==> src/rtl/ram64_loader.sv <==
// ram64_loader: sequential write-stream front end for the 64 x 16 RAM64 block.
// Streams a burst of words (LOAD) or zero-fills a region (CLEAR) at consecutive
// addresses from a programmable base, wrapping modulo 64.
// Optional build macro RAM64_LOADER_CHECKSUM_EN adds o_checksum, the 16-bit sum
// of every word written during LOAD.
module ram64_loader (
    input  logic        i_clk,
    input  logic        i_reset,
    input  logic        i_start,
    input  logic        i_clear_mode,
    input  logic [5:0]  i_base_addr,
    input  logic [6:0]  i_length,
    input  logic [15:0] i_s_data,
    input  logic        i_s_valid,
    output logic        o_s_ready,
    output logic [15:0] o_ram_in,
    output logic [5:0]  o_ram_addr,
    output logic        o_ram_load,
    output logic        o_busy,
    output logic        o_done,
`ifdef RAM64_LOADER_CHECKSUM_EN
    output logic [6:0]  o_word_count,
    output logic [15:0] o_checksum
`else
    output logic [6:0]  o_word_count
`endif
);

    localparam int unsigned DATA_W  = 16;
    localparam int unsigned ADDR_W  = 6;
    localparam int unsigned CNT_W   = 7;
    localparam int unsigned MAX_LEN = 64;

    typedef enum logic [1:0] {
        ST_IDLE,
        ST_CLEAR,
        ST_LOAD,
        ST_DONE
    } state_t;

    state_t              r_state;
    logic [ADDR_W-1:0]   r_base;
    logic [CNT_W-1:0]    r_len;
    logic [CNT_W-1:0]    r_count;
    logic [CNT_W-1:0]    r_word_count;
    logic [DATA_W-1:0]   r_ram_in;
    logic [ADDR_W-1:0]   r_ram_addr;
    logic                r_ram_load;

    logic [CNT_W-1:0]    w_len_clamped;
    logic [ADDR_W-1:0]   w_addr;
    logic                w_last;

    // Lengths above 64 collapse to a full sweep of the RAM
    assign w_len_clamped = (i_length > CNT_W'(MAX_LEN)) ? CNT_W'(MAX_LEN) : i_length;
    // Target address wraps naturally in the 6-bit sum
    assign w_addr        = ADDR_W'(r_base + r_count[ADDR_W-1:0]);
    assign w_last        = (CNT_W'(r_count + CNT_W'(1)) == r_len);

    // Status outputs decoded straight from the state register
    assign o_s_ready    = (r_state == ST_LOAD);
    assign o_busy       = (r_state != ST_IDLE);
    assign o_done       = (r_state == ST_DONE);
    assign o_ram_in     = r_ram_in;
    assign o_ram_addr   = r_ram_addr;
    assign o_ram_load   = r_ram_load;
    assign o_word_count = r_word_count;

    // Operation sequencer: latches the request and issues one RAM write per cycle
    always_ff @(posedge i_clk or posedge i_reset) begin
        if (i_reset) begin
            r_state      <= ST_IDLE;
            r_base       <= '0;
            r_len        <= '0;
            r_count      <= '0;
            r_word_count <= '0;
            r_ram_in     <= '0;
            r_ram_addr   <= '0;
            r_ram_load   <= 1'b0;
        end else begin
            r_ram_load <= 1'b0;
            case (r_state)
                ST_IDLE: begin
                    if (i_start) begin
                        r_base       <= i_base_addr;
                        r_len        <= w_len_clamped;
                        r_count      <= '0;
                        r_word_count <= '0;
                        if (w_len_clamped == '0) begin
                            r_state <= ST_DONE;
                        end else if (i_clear_mode) begin
                            r_state <= ST_CLEAR;
                        end else begin
                            r_state <= ST_LOAD;
                        end
                    end
                end
                ST_CLEAR: begin
                    r_ram_in     <= '0;
                    r_ram_addr   <= w_addr;
                    r_ram_load   <= 1'b1;
                    r_count      <= CNT_W'(r_count + CNT_W'(1));
                    r_word_count <= CNT_W'(r_word_count + CNT_W'(1));
                    if (w_last) begin
                        r_state <= ST_DONE;
                    end
                end
                ST_LOAD: begin
                    if (i_s_valid) begin
                        r_ram_in     <= i_s_data;
                        r_ram_addr   <= w_addr;
                        r_ram_load   <= 1'b1;
                        r_count      <= CNT_W'(r_count + CNT_W'(1));
                        r_word_count <= CNT_W'(r_word_count + CNT_W'(1));
                        if (w_last) begin
                            r_state <= ST_DONE;
                        end
                    end
                end
                ST_DONE: begin
                    r_state <= ST_IDLE;
                end
                default: begin
                    r_state <= ST_IDLE;
                end
            endcase
        end
    end

`ifdef RAM64_LOADER_CHECKSUM_EN
    logic [DATA_W-1:0] r_checksum;

    assign o_checksum = r_checksum;

    // Running sum of streamed words; cleared by each accepted start
    always_ff @(posedge i_clk or posedge i_reset) begin
        if (i_reset) begin
            r_checksum <= '0;
        end else if (r_state == ST_IDLE && i_start) begin
            r_checksum <= '0;
        end else if (r_state == ST_LOAD && i_s_valid) begin
            r_checksum <= DATA_W'(r_checksum + i_s_data);
        end
    end
`endif

endmodule

==> config.mk <==
export PLATFORM = sky130hd
export DESIGN_NAME = ram64_loader
export DESIGN_NICKNAME = d
export VERILOG_FILES = /design/src/rtl/ram64_loader.sv
export SDC_FILE = /design/constraint.sdc
export NUM_CORES = 1
export LEC_CHECK = 0
export ABC_AREA = 1
export BUFFER_PORTS_ARGS = -buffer_cell sky130_fd_sc_hd__buf_2
export CORE_MARGIN = 5
export CORE_UTILIZATION = 28
export CTS_BUF_LIST = sky130_fd_sc_hd__clkbuf_4
export CTS_CLUSTER_SIZE = 20
export DETAILED_ROUTE_END_ITERATION = 8
export GPL_TIMING_DRIVEN = 1
export PLACE_DENSITY = 0.5
export REMOVE_ABC_BUFFERS = 1
export SYNTH_ARGS = -nofsm -noshare
export SYNTH_HDL_FRONTEND = slang
export SYNTH_SLANG_ARGS = --single-unit
==> constraint.sdc <==
create_clock -name i_clk -period 4 [get_ports i_clk]
set_clock_uncertainty 0.05 [all_clocks]
set_input_delay 0.8 -clock i_clk [delete_from_list [all_inputs] [get_ports i_clk]]
set_output_delay 0.8 -clock i_clk [all_outputs]
set_load 0.01 [all_outputs]
* Word level (Yosys, flattened, before mapping)
Cells that the tools add are included.
** Storage, ports and cells
- Register bits :: 52
- Input port bits :: 34
- Output and inout port bits :: 33
- Word-level logic and storage cells :: 45
** Operators by class
- Add/sub/neg operators :: 3
- Order comparisons :: 1
- Equal/unequal tests :: 6
- Multiplexer cells :: 18
- Reductions and logical operators :: 9
** Operator list (number)
- $pmux 7 s3 :: 2
- $pmux 16 s2 :: 1
- $mux 7 :: 4
- $mux 16 :: 1
- $add 7x1->7 const B :: 2
- $pmux 6 s2 :: 1
- $mux 2 :: 5
- $pmux 2 s4 :: 1
- $eq 7x7->1 :: 1
- $gt 7x7->1 const B :: 1
- $logic_not 7->1 :: 1
- $add 6x6->6 :: 1
- $mux 6 :: 1
- $reduce_and 2->1 :: 3
- $eq 2x2->1 const B :: 2
- $ne 2x2->1 const B :: 2
- $reduce_bool 2->1 :: 2
- $reduce_and 3->1 :: 1
- $reduce_bool 3->1 :: 1
- $eq 2x1->1 const B :: 1
- $logic_not 2->1 :: 1
- $pmux 1 s2 :: 1
- $mux 1 :: 1

* Logic depth before layout (Yosys ltp)
Gate-level depths: netlist (run 1).
- Word-level depth :: 6
- Mapped depth :: 14
- Mapped depth without buffers :: 14

* Worst setup path before layout (run 1)
OpenSTA, ideal clock, no wires.
- Path type :: reg2reg
- From :: register r_state[0]
- To :: register r_word_count[6], in the netlist o_word_count[6]
- Library setup time :: 0.132 ns
- Arrival :: 1.605 ns
- Slack :: 2.213 ns
- Cell stages (with the launch flop) :: 11
- Buffers on the path :: 1
- Period minus slack after synthesis :: 1.787 ns
- Cell sequence :: dfrtp_1 inv_1 ha_1 buf_6 nand2_4 nand2_4 nor2_8 and3_4 nand3_2 nor3_1 nor3b_2
** Between the ends
- Cells in the longest elaborated chain, start to end :: 3
- Elaborated cells between the ends (all ways) :: 8
** RTL lines
- from (decl) :: line 41 : state_t r_state;
- from (signal assigned) :: line 72 : r_state <= ST_IDLE;
- from (signal assigned) :: line 90 : r_state <= ST_DONE;
- from (signal assigned) :: line 92 : r_state <= ST_CLEAR;
- $eq 2x2->1 (*)
- net o_s_ready :: line 15 : output logic o_s_ready,
- $ne 2x2->1 (no line) / $reduce_bool 3->1 (equally long branches)
- $reduce_and 3->1 (no line)
- to (signal assigned) :: line 103 : r_word_count <= CNT_W'(r_word_count + CNT_W'(1));
- to (signal assigned) :: line 114 : r_word_count <= CNT_W'(r_word_count + CNT_W'(1));
- to (decl) :: line 45 : logic [CNT_W-1:0] r_word_count;
Mark *: on every way through the listed nets, which the timed path passes. The rest lies on a longest branch.
A chain may end at the register's enable or synchronous reset.

* Final worst setup path (run 1)
- From :: register r_state[0]
- To :: output port o_s_ready
** Between the ends
- Cells in the longest elaborated chain, start to end :: 1
** RTL lines
- $eq 2x2->1 :: line 61 : assign o_s_ready = (r_state == ST_LOAD);
- to (decl) :: line 15
Every way passes these cells.

==> results of run 1 <==
layout make-up:
cell class / count / area [µm²] / share of cell area, %
Clock buffer: 5 / 37.5 / 1.16
Timing Repair Buffer: 69 / 353 / 10.9
Multi-Input combinational cell: 222 / 1180 / 36.6
Sequential cell: 52 / 1300 / 40.2
Tap cell: 129 / 161 / 4.99
Inverter: 40 / 153 / 4.72
Clock inverter: 3 / 46.3 / 1.43
synthesized netlist by cell type, types with 2 or more instances:
cell type                  count
sky130_fd_sc_hd__nor2_1        9
sky130_fd_sc_hd__xor2_1        3
sky130_fd_sc_hd__a21oi_1       9
sky130_fd_sc_hd__o21ai_0      36
sky130_fd_sc_hd__nand2_4       2
sky130_fd_sc_hd__nor3_1        3
sky130_fd_sc_hd__ha_1         12
sky130_fd_sc_hd__clkbuf_1      5
sky130_fd_sc_hd__nand2_1     102
sky130_fd_sc_hd__nor2_4        2
sky130_fd_sc_hd__nor3b_2       2
sky130_fd_sc_hd__nand3_1      19
sky130_fd_sc_hd__dfrtp_1      52
sky130_fd_sc_hd__nor2_2        2
sky130_fd_sc_hd__nand4_1       2
sky130_fd_sc_hd__o22ai_1       5
sky130_fd_sc_hd__o21ai_1       3
sky130_fd_sc_hd__inv_1        39
sky130_fd_sc_hd__nand2_2       2
critical path: stages (launching register included):
cell and delay, ns:
sky130_fd_sc_hd__dfrtp_1 0.46, sky130_fd_sc_hd__inv_1 0.10, sky130_fd_sc_hd__ha_1 0.14, sky130_fd_sc_hd__buf_4 0.23
sky130_fd_sc_hd__buf_2 0.17
sequential cells by signal, indices dropped and copies added, names as in the netlist:
name / count
o_ram_in: 16
o_word_count: 7
r_count: 7
r_len: 7
o_ram_addr: 6
r_base: 6
r_state: 2
o_ram_load: 1
cells by family (layout without fill, tap and decap cells):
family / count (synthesis) / after routing
adder cells (fa/ha/maj): 13 / 13
AND/OR/NAND/NOR: 150 / 150
buffers and inverters: 47 / 117
flip-flops: 52 / 52
XOR/XNOR: 4 / 4
AO/OA/AOI/OAI: 55 / 55
stage by stage:
stage / utilization, % / instance area (µm²) / setup WS [ns] / hold slack (ns)
2_1_floorplan: - / 2640 / 1.84 / 0.405
3_3_place_gp: 33.9 / 3150 / 2.03 / 0.413
3_5_place_dp: 33.9 / 3150 / 2.02 / 0.419
4_1_cts: 34.8 / 3230 / 1.64 / 0.457
5_1_grt: 34.8 / 3230 / 1.52 / 0.487
6_report: 34.8 / 3230 / 1.68 / 0.450
power breakdown:
part / total, mW / switching [mW] / leakage [nW] / internal (mW)
Sequential: 0.796 / 0.105 / 0.685 / 0.691
Combinational: 1.00 / 0.652 / 0.961 / 0.349
Clock: 0.316 / 0.182 / 0.0418 / 0.134
Total: 2.11 / 0.939 / 1.69 / 1.17
path summary, 6_finish.rpt:
path / to / cells after the start
min in group asynchronous: o_ram_in[13]$_DFFE_PP0P_ / 2
hold reg to reg: o_ram_in[15]$_DFFE_PP0P_ / 2
setup reg to reg: o_word_count[6]$_DFFE_PP0P_ / 10
setup / recovery: o_s_ready / 4
hold / removal: o_ram_in[15]$_DFFE_PP0P_ / 2
max in group asynchronous: r_len[0]$_DFFE_PP0P_ / 3
metal layers:
metal,global-route usage (%),vias up,routed length (µm)
li1,-,1168,-
met1,15.2,1008,3140
met2,19.0,66,2840
met3,2.58,9,441
met4,3.34,0,82
met5,0,-,0
==> results.md, run 1 <==
Outcome:
- The flow ran to the end, and the final reports show no timing, DRC or antenna violations.

GRT:
- The global-route usage over all layers is 11.5%.
- The via count of the first global-routing pass is 2190.
- The initial antenna violation count is 0.
- Entering global routing, the biggest net connects 44 pins.
- The first global-routing pass estimated 10700 µm of wire.
- After global routing the overflow that remains totals 0.

Layout:
- The final layout net count is 437.
- Fill cells in the final layout number 1008.
- The finished layout holds 520 standard cells, fillers aside.
- The top cell types in the final layout, fill and taps aside, are sky130_fd_sc_hd__nand2_1, sky130_fd_sc_hd__buf_2, sky130_fd_sc_hd__dfrtp_1, sky130_fd_sc_hd__inv_1, sky130_fd_sc_hd__o21ai_0.
- Leaving out fill and tap cells, the most frequent cell in the layout is sky130_fd_sc_hd__nand2_1.
- 0 antenna diodes ended up in the layout.
- Of the cells placed in the final design, the portion with a size suffix greater than 1 is 23.5%.
- Relative to the synthesized area, the layout overhead comes to 21.1%.

Timing:
- Setup violations remaining at the end of the flow were counted as 0.
- The count of final max-slew check failures was 0.
- Setup repair after global routing left no endpoint under its margin.
- Static timing analysis puts the maximum clock frequency at 430 MHz.
- In the finished design, the share of the clock period the worst path needs comes to 58.1%.
- The slew of the pin with the lowest slew margin is 0.750 ns.
- The final number of hold-violating endpoints was 0.
- The remaining max-slew budget at the tightest pin is 49.9%.
- The final sum of negative setup slack is 0 ns.
- The worst path in the final design needs a cycle of 2.32 ns, including I/O delays and setup.

Critical path:
- Setup slack on the worst reg-to-reg path comes out at 2.07 ns.
- In this run the critical register-to-register path is launched from r_state[0]$_DFFE_PP0P_.
- The start-to-end type of the worst setup path is flip-flop to output pin.
- The endpoint type of the worst setup path is an output pin.
- The data arrival at the endpoint of the critical path is 1.47 ns.
- The worst setup path is launched from a flip-flop.
- In this run the worst path has a maximum fanout of 19.
- The source of the critical timing path is r_state[0]$_DFFE_PP0P_.
- STA puts the critical path data required time at 3.15 ns.

Min path:
- The origin of the worst min-delay path is o_ram_in[15]$_DFFE_PP0P_.
- The tightest min-delay check is of the flip-flop to flip-flop type.

Power:
- The leakage power is 1.69 nW.
- IR analysis of the VDD net gives a maximum drop of 0.308 mV.
- The total power draw is 2.11 mW.
- In this run the power density over the cells is 653 mW/mm².

Clock network:
- The number of setup buffers added after CTS is 0.
- For this design, the sink count on the clock tree is 52.
- Clock-pin slew was measured on the worst setup and hold paths at 0.15 ns.
- In this run the number of H-tree levels came out at 2.
- The root buffer cell chosen for the clock tree is sky130_fd_sc_hd__clkbuf_4.
- The clock latency at the later pin of the worst-skew pair is 0.39 ns.
- Post-CTS repair changed the size of 0 cells.
- The hold buffer count at CTS is 0.
- The clock tree from TritonCTS is done.
- The CTS buffer count is 5.
- The longest clock path from root to sink contains 2 buffers.

Synth:
- Yosys mapped the design onto 31 distinct sky130hd cell types.
- The most frequently used flop master after synthesis is sky130_fd_sc_hd__dfrtp_1.
- Summing the areas of all fa, ha and maj instances in the mapped netlist gives 6.37% of the synthesized area.
- The average instance in the mapped netlist occupies 8.32 µm².
- Summing the areas of all xor and xnor instances in the mapped netlist gives 1.31% of the synthesized area.
- The cell area that synthesis handed to floorplanning was 0.00267 mm².
- The register bit count reported by yosys is 52.
- sky130_fd_sc_hd__dfrtp_1 takes more of the synthesized area than any other cell.
- For this run, the number of Yosys warnings is 0.
- After synthesis, the largest area contributor takes up 48.7% of total cell area.
- Of the total synthesized cell area, the portion taken by AND, OR, NAND and NOR gates is 25.8%.
- The post-synthesis sequential area ratio is 48.7%.
- By area the synthesized netlist is led by sky130_fd_sc_hd__dfrtp_1, sky130_fd_sc_hd__nand2_1, sky130_fd_sc_hd__o21ai_0, sky130_fd_sc_hd__ha_1, sky130_fd_sc_hd__inv_1.
- By area, the combinational part of the netlist is dominated by simple AND/OR/NAND/NOR gates.
- The count of flip-flops with a built-in enable after synthesis is 0.
- Synthesis handed over a netlist of 321 instances.
- The fraction of synthesized area in multiplexers is 0%.
- The async set-reset flop share out of synthesis is 100%.
- Summing the areas of all compound-gate instances in the mapped netlist gives 10.8% of the synthesized area.

Drt:
- The count of routing violations after the opening detailed-route iteration is 120.
- The final layout contains routed wiring with a total length of 6510 µm.
- The total number of vias is 2251.
- The via density per instance is 4.33.
- The first TritonRoute pass finished after 4 iterations.
- In the final routed layout, each cell accounts on average for 12.5 µm.
- The number of antenna-violating nets in the routed design is 0.
- In the routed design, unresolved DRC markers number 0.

Place:
- Counting tap cells, the placed design contains a total of 512 instances.
- The congestion estimate from routability-driven global placement came to 0.872.
- The final HPWL from detailed placement is 5080 µm.
- Port buffering added 66 buffers.

Floorplanning:
- 67 I/O pins were placed.
- The placeable core region is 0.00928 mm².
- In this run the horizontal extent of the chip is 108 µm.
- The floorplan has 35 rows.
- Once the floorplan was initialized, standard cells occupied 28.8% of the core.
- The height of the die is 108 µm.
- The die covers 0.0116 mm².

Flow run:
- The max-capacitance violation count is 0.
Power figures use the tool's default switching activity.
==> run 2: changes to the inputs <==
--- a/config.mk
+++ b/config.mk
@@ -13,7 +13,7 @@
 export CTS_CLUSTER_SIZE = 20
 export DETAILED_ROUTE_END_ITERATION = 8
 export GPL_TIMING_DRIVEN = 1
-export PLACE_DENSITY = 0.5
+export PLACE_DENSITY = 0.52
 export REMOVE_ABC_BUFFERS = 1
 export SYNTH_ARGS = -nofsm -noshare
 export SYNTH_HDL_FRONTEND = slang
==> constraint.sdc (replaced) <==
create_clock -name i_clk -period 2 [get_ports i_clk]
set_clock_uncertainty 0.05 [all_clocks]
set_input_delay 0.4 -clock i_clk [delete_from_list [all_inputs] [get_ports i_clk]]
set_output_delay 0.4 -clock i_clk [all_outputs]
set_load 0.01 [all_outputs]
==> run 2 against run 1 <==
- register-to-register slack got worse by 1.9 ns
- critical path type unchanged
- via count increased by 0.31%
- hold slack got worse by 0.30 ns
- utilization increased by 0.98 points
- routed wire length decreased by 3.4%
- die area unchanged
- first-iteration DRC count increased by 0.83%
==> results.md, run 2 (same netlist as run 1, synthesis figures left out) <==
Outcome:
- The flow ran to the end, and the final reports show no timing, DRC or antenna violations.

Clock network:
- The clock-pin slew of the registers on the worst-case setup and hold paths is 0.16 ns (about the same).
- TritonCTS built the clock tree.
- The number of H-tree levels was 2 (unchanged).
- The clock tree root driver cell is sky130_fd_sc_hd__clkbuf_4.
- The number of sinks driven by the clock tree is 52 (unchanged).
- The CTS buffer count was 5 (unchanged).
- The clock latency at the later pin of the worst-skew pair is 0.37 ns (-0.02 ns).
- The deepest clock path buffer count is 2 (unchanged).

Drt:
- The total number of vias is 2258 (+0.31%).
- The post-detailed-route wirelength per cell came to 11.9 µm (-5.1%).
- The count of TritonRoute iterations in the first routing pass was 4 (unchanged).
- The via density per instance was 4.27 (-1.4%).
- The number of antenna-violating nets in the routed design came to 0 (unchanged).
- The count of routing violations after the opening detailed-route iteration is 121 (+0.83%).
- The number of DRC violations after detailed routing came to 0 (unchanged).
- The total detailed-routing wirelength is 6290 µm (-3.4%).

Place:
- The final HPWL from detailed placement is 4900 µm (-3.5%).
- The count of input and output buffers came to 66 (unchanged).
- The final estimated routing congestion in global placement was 0.837 (-4.0%).

GRT:
- The via count of the first global-routing pass is 2237 (+2.1%).
- The global-route usage over all layers is 11.4% (-0.14 points).
- The first-pass GRT wire length was 10600 µm (-0.65%).
- The overall overflow remaining after global route was 0 (unchanged).
- The initial antenna violation count came to 0 (unchanged).
- The maximum number of pins on one net before global-route repair is 37 (-16%).

Layout:
- The layout overhead on the synthesized area is 24.5%.
- The number of flip-flops in the largest register is 16 (unchanged).
- The leading cell type in the layout, fill and taps excluded is sky130_fd_sc_hd__nand2_1.
- The share of cells above drive strength 1 is 25.5% (+2.0 points).
- The top cell types in the final layout, fill and taps aside, are sky130_fd_sc_hd__nand2_1, sky130_fd_sc_hd__buf_2, sky130_fd_sc_hd__dfrtp_1, sky130_fd_sc_hd__inv_1, sky130_fd_sc_hd__o21ai_0.
- The count of inserted antenna diode cells was 0 (unchanged).
- The final layout net count was 446 (+2.1%).

Floorplanning:
- The starting density of the core came to 28.8% (unchanged).
- The placeable core region is 0.00928 mm² (unchanged).
- The horizontal die dimension is 108 µm (unchanged).
- The area of the die came to 0.0116 mm² (unchanged).
- The height of the die is 108 µm (unchanged).
- The number of cell rows was 35 (unchanged).
- The number of ports placed on the die boundary is 67 (unchanged).

Power:
- The total power draw is 4.35 mW (+110%).
- The maximum ir drop on the vdd rail came to 0.421 mV (+37%).
- The leakage power is 1.74 nW (+3.0%).
- The power density over the cells is 1310 mW/mm² (+100%).

Timing:
- The smallest clock period supported by the final layout is computed as 1.88 ns.
- The fraction of the cycle the final worst path needs is 93.9%.
- Static timing analysis puts the maximum clock frequency at 532 MHz.
- The setup-violating endpoint count in the final report was 0 (unchanged).
- The final sum of negative setup slack was 0 ns (unchanged).
- The slew of the pin with the lowest slew margin is 0.514 ns (-0.236 ns).
- The remaining max-slew budget at the tightest pin is 65.7% (+16 points).
- The worst hold slack across all endpoints came to 0.151 ns (-0.299 ns).
- Setup repair after global routing left no endpoint under its margin.
- The count of final max-slew check failures is 0 (unchanged).
- The final number of hold-violating endpoints was 0 (unchanged).

Critical path:
- STA classifies the critical path startpoint as a flip-flop.
- The maximum fanout along the worst path is 11 (-8).
- The critical path required time is 1.55 ns (-1.60 ns).
- The start-to-end type of the worst setup path is flip-flop to output pin.
- The worst setup path is captured at an output pin.
- The data arrival at the endpoint of the critical path is 1.43 ns (-0.04 ns).

Min path:
- In this run the worst hold path is classified as input pin to flip-flop.

Flow run:
- The max-capacitance violation count is 0 (unchanged).
-- run 2: path summary, 6_finish.rpt --
path | from | depth (start not counted) | slack [ns] | endpoint
setup / recovery | r_state[1]$_DFFE_PP0P_ | 4 | 0.12 | o_s_ready
hold / removal | i_base_addr[3] | 3 | 0.15 | r_base[3]$_DFFE_PP0P_
setup reg to reg | r_state[0]$_DFFE_PP0P_ | 9 | 0.15 | o_word_count[6]$_DFFE_PP0P_
hold reg to reg | o_ram_addr[0]$_DFFE_PP0P_ | 2 | 0.45 | o_ram_addr[0]$_DFFE_PP0P_
max in group asynchronous | i_reset | 4 | 0.91 | r_count[0]$_DFFE_PP0P_
min in group asynchronous | i_reset | 3 | 0.48 | o_ram_in[15]$_DFFE_PP0P_
-- run 2: per-stage QoR --
| step | setup WS (ns) | area [µm²] | utilization (%) | instances |
|---|---|---|---|---|
| floorplan | -0.165 | 2640 | - | 314 |
| CTS | 0.00933 | 3280 | 35.3 | 523 |
| global placement | 0.209 | 3180 | 34.2 | 514 |
| detailed placement | 0.111 | 3180 | 34.2 | 514 |
| global route | 0.00250 | 3330 | 35.8 | 529 |
| finish | 0.121 | 3330 | 35.8 | 529 |
-- run 2: layout make-up --
class / instances / area (µm²)
fill: 1014 / 5960
clock inverter: 3 / 47.5
clock buffer: 5 / 37.5
tap: 129 / 161
timing repair buffer: 78 / 439
sequential: 52 / 1300
inverter: 40 / 153
multi-input combinational: 222 / 1180
-- run 2: repair_timing --
action	4_1_cts	5_1_grt
setup buffers	0	6
hold endpoints to repair	16	0
cloned	0	0
setup endpoints to repair	1	4
hold buffers	1	0
resized for setup	1	2
-- run 2: per-layer routing --
layer | global-route usage [%] | part of all wire, % | vias to the layer above
li1 | - | - | 1186
met3 | 2.82 | 5.8 | 7
met5 | 0 | 0 | -
met4 | 3.16 | 1.4 | 0
met1 | 15.4 | 49 | 1004
met2 | 18.1 | 43 | 61
-- run 2: critical path: stages, from the launching register on --
cell	delay (ns)
sky130_fd_sc_hd__dfrtp_1	0.45
sky130_fd_sc_hd__buf_4	0.15
sky130_fd_sc_hd__ha_2	0.19
sky130_fd_sc_hd__buf_6	0.14
sky130_fd_sc_hd__buf_2	0.14
-- run 2: power by group --
| part | internal [mW] | total [mW] | switching, mW |
|---|---|---|---|
| clock network | 0.268 | 0.618 | 0.350 |
| logic | 0.808 | 2.14 | 1.33 |
| registers | 1.39 | 1.59 | 0.207 |
| total | 2.46 | 4.35 | 1.89 |
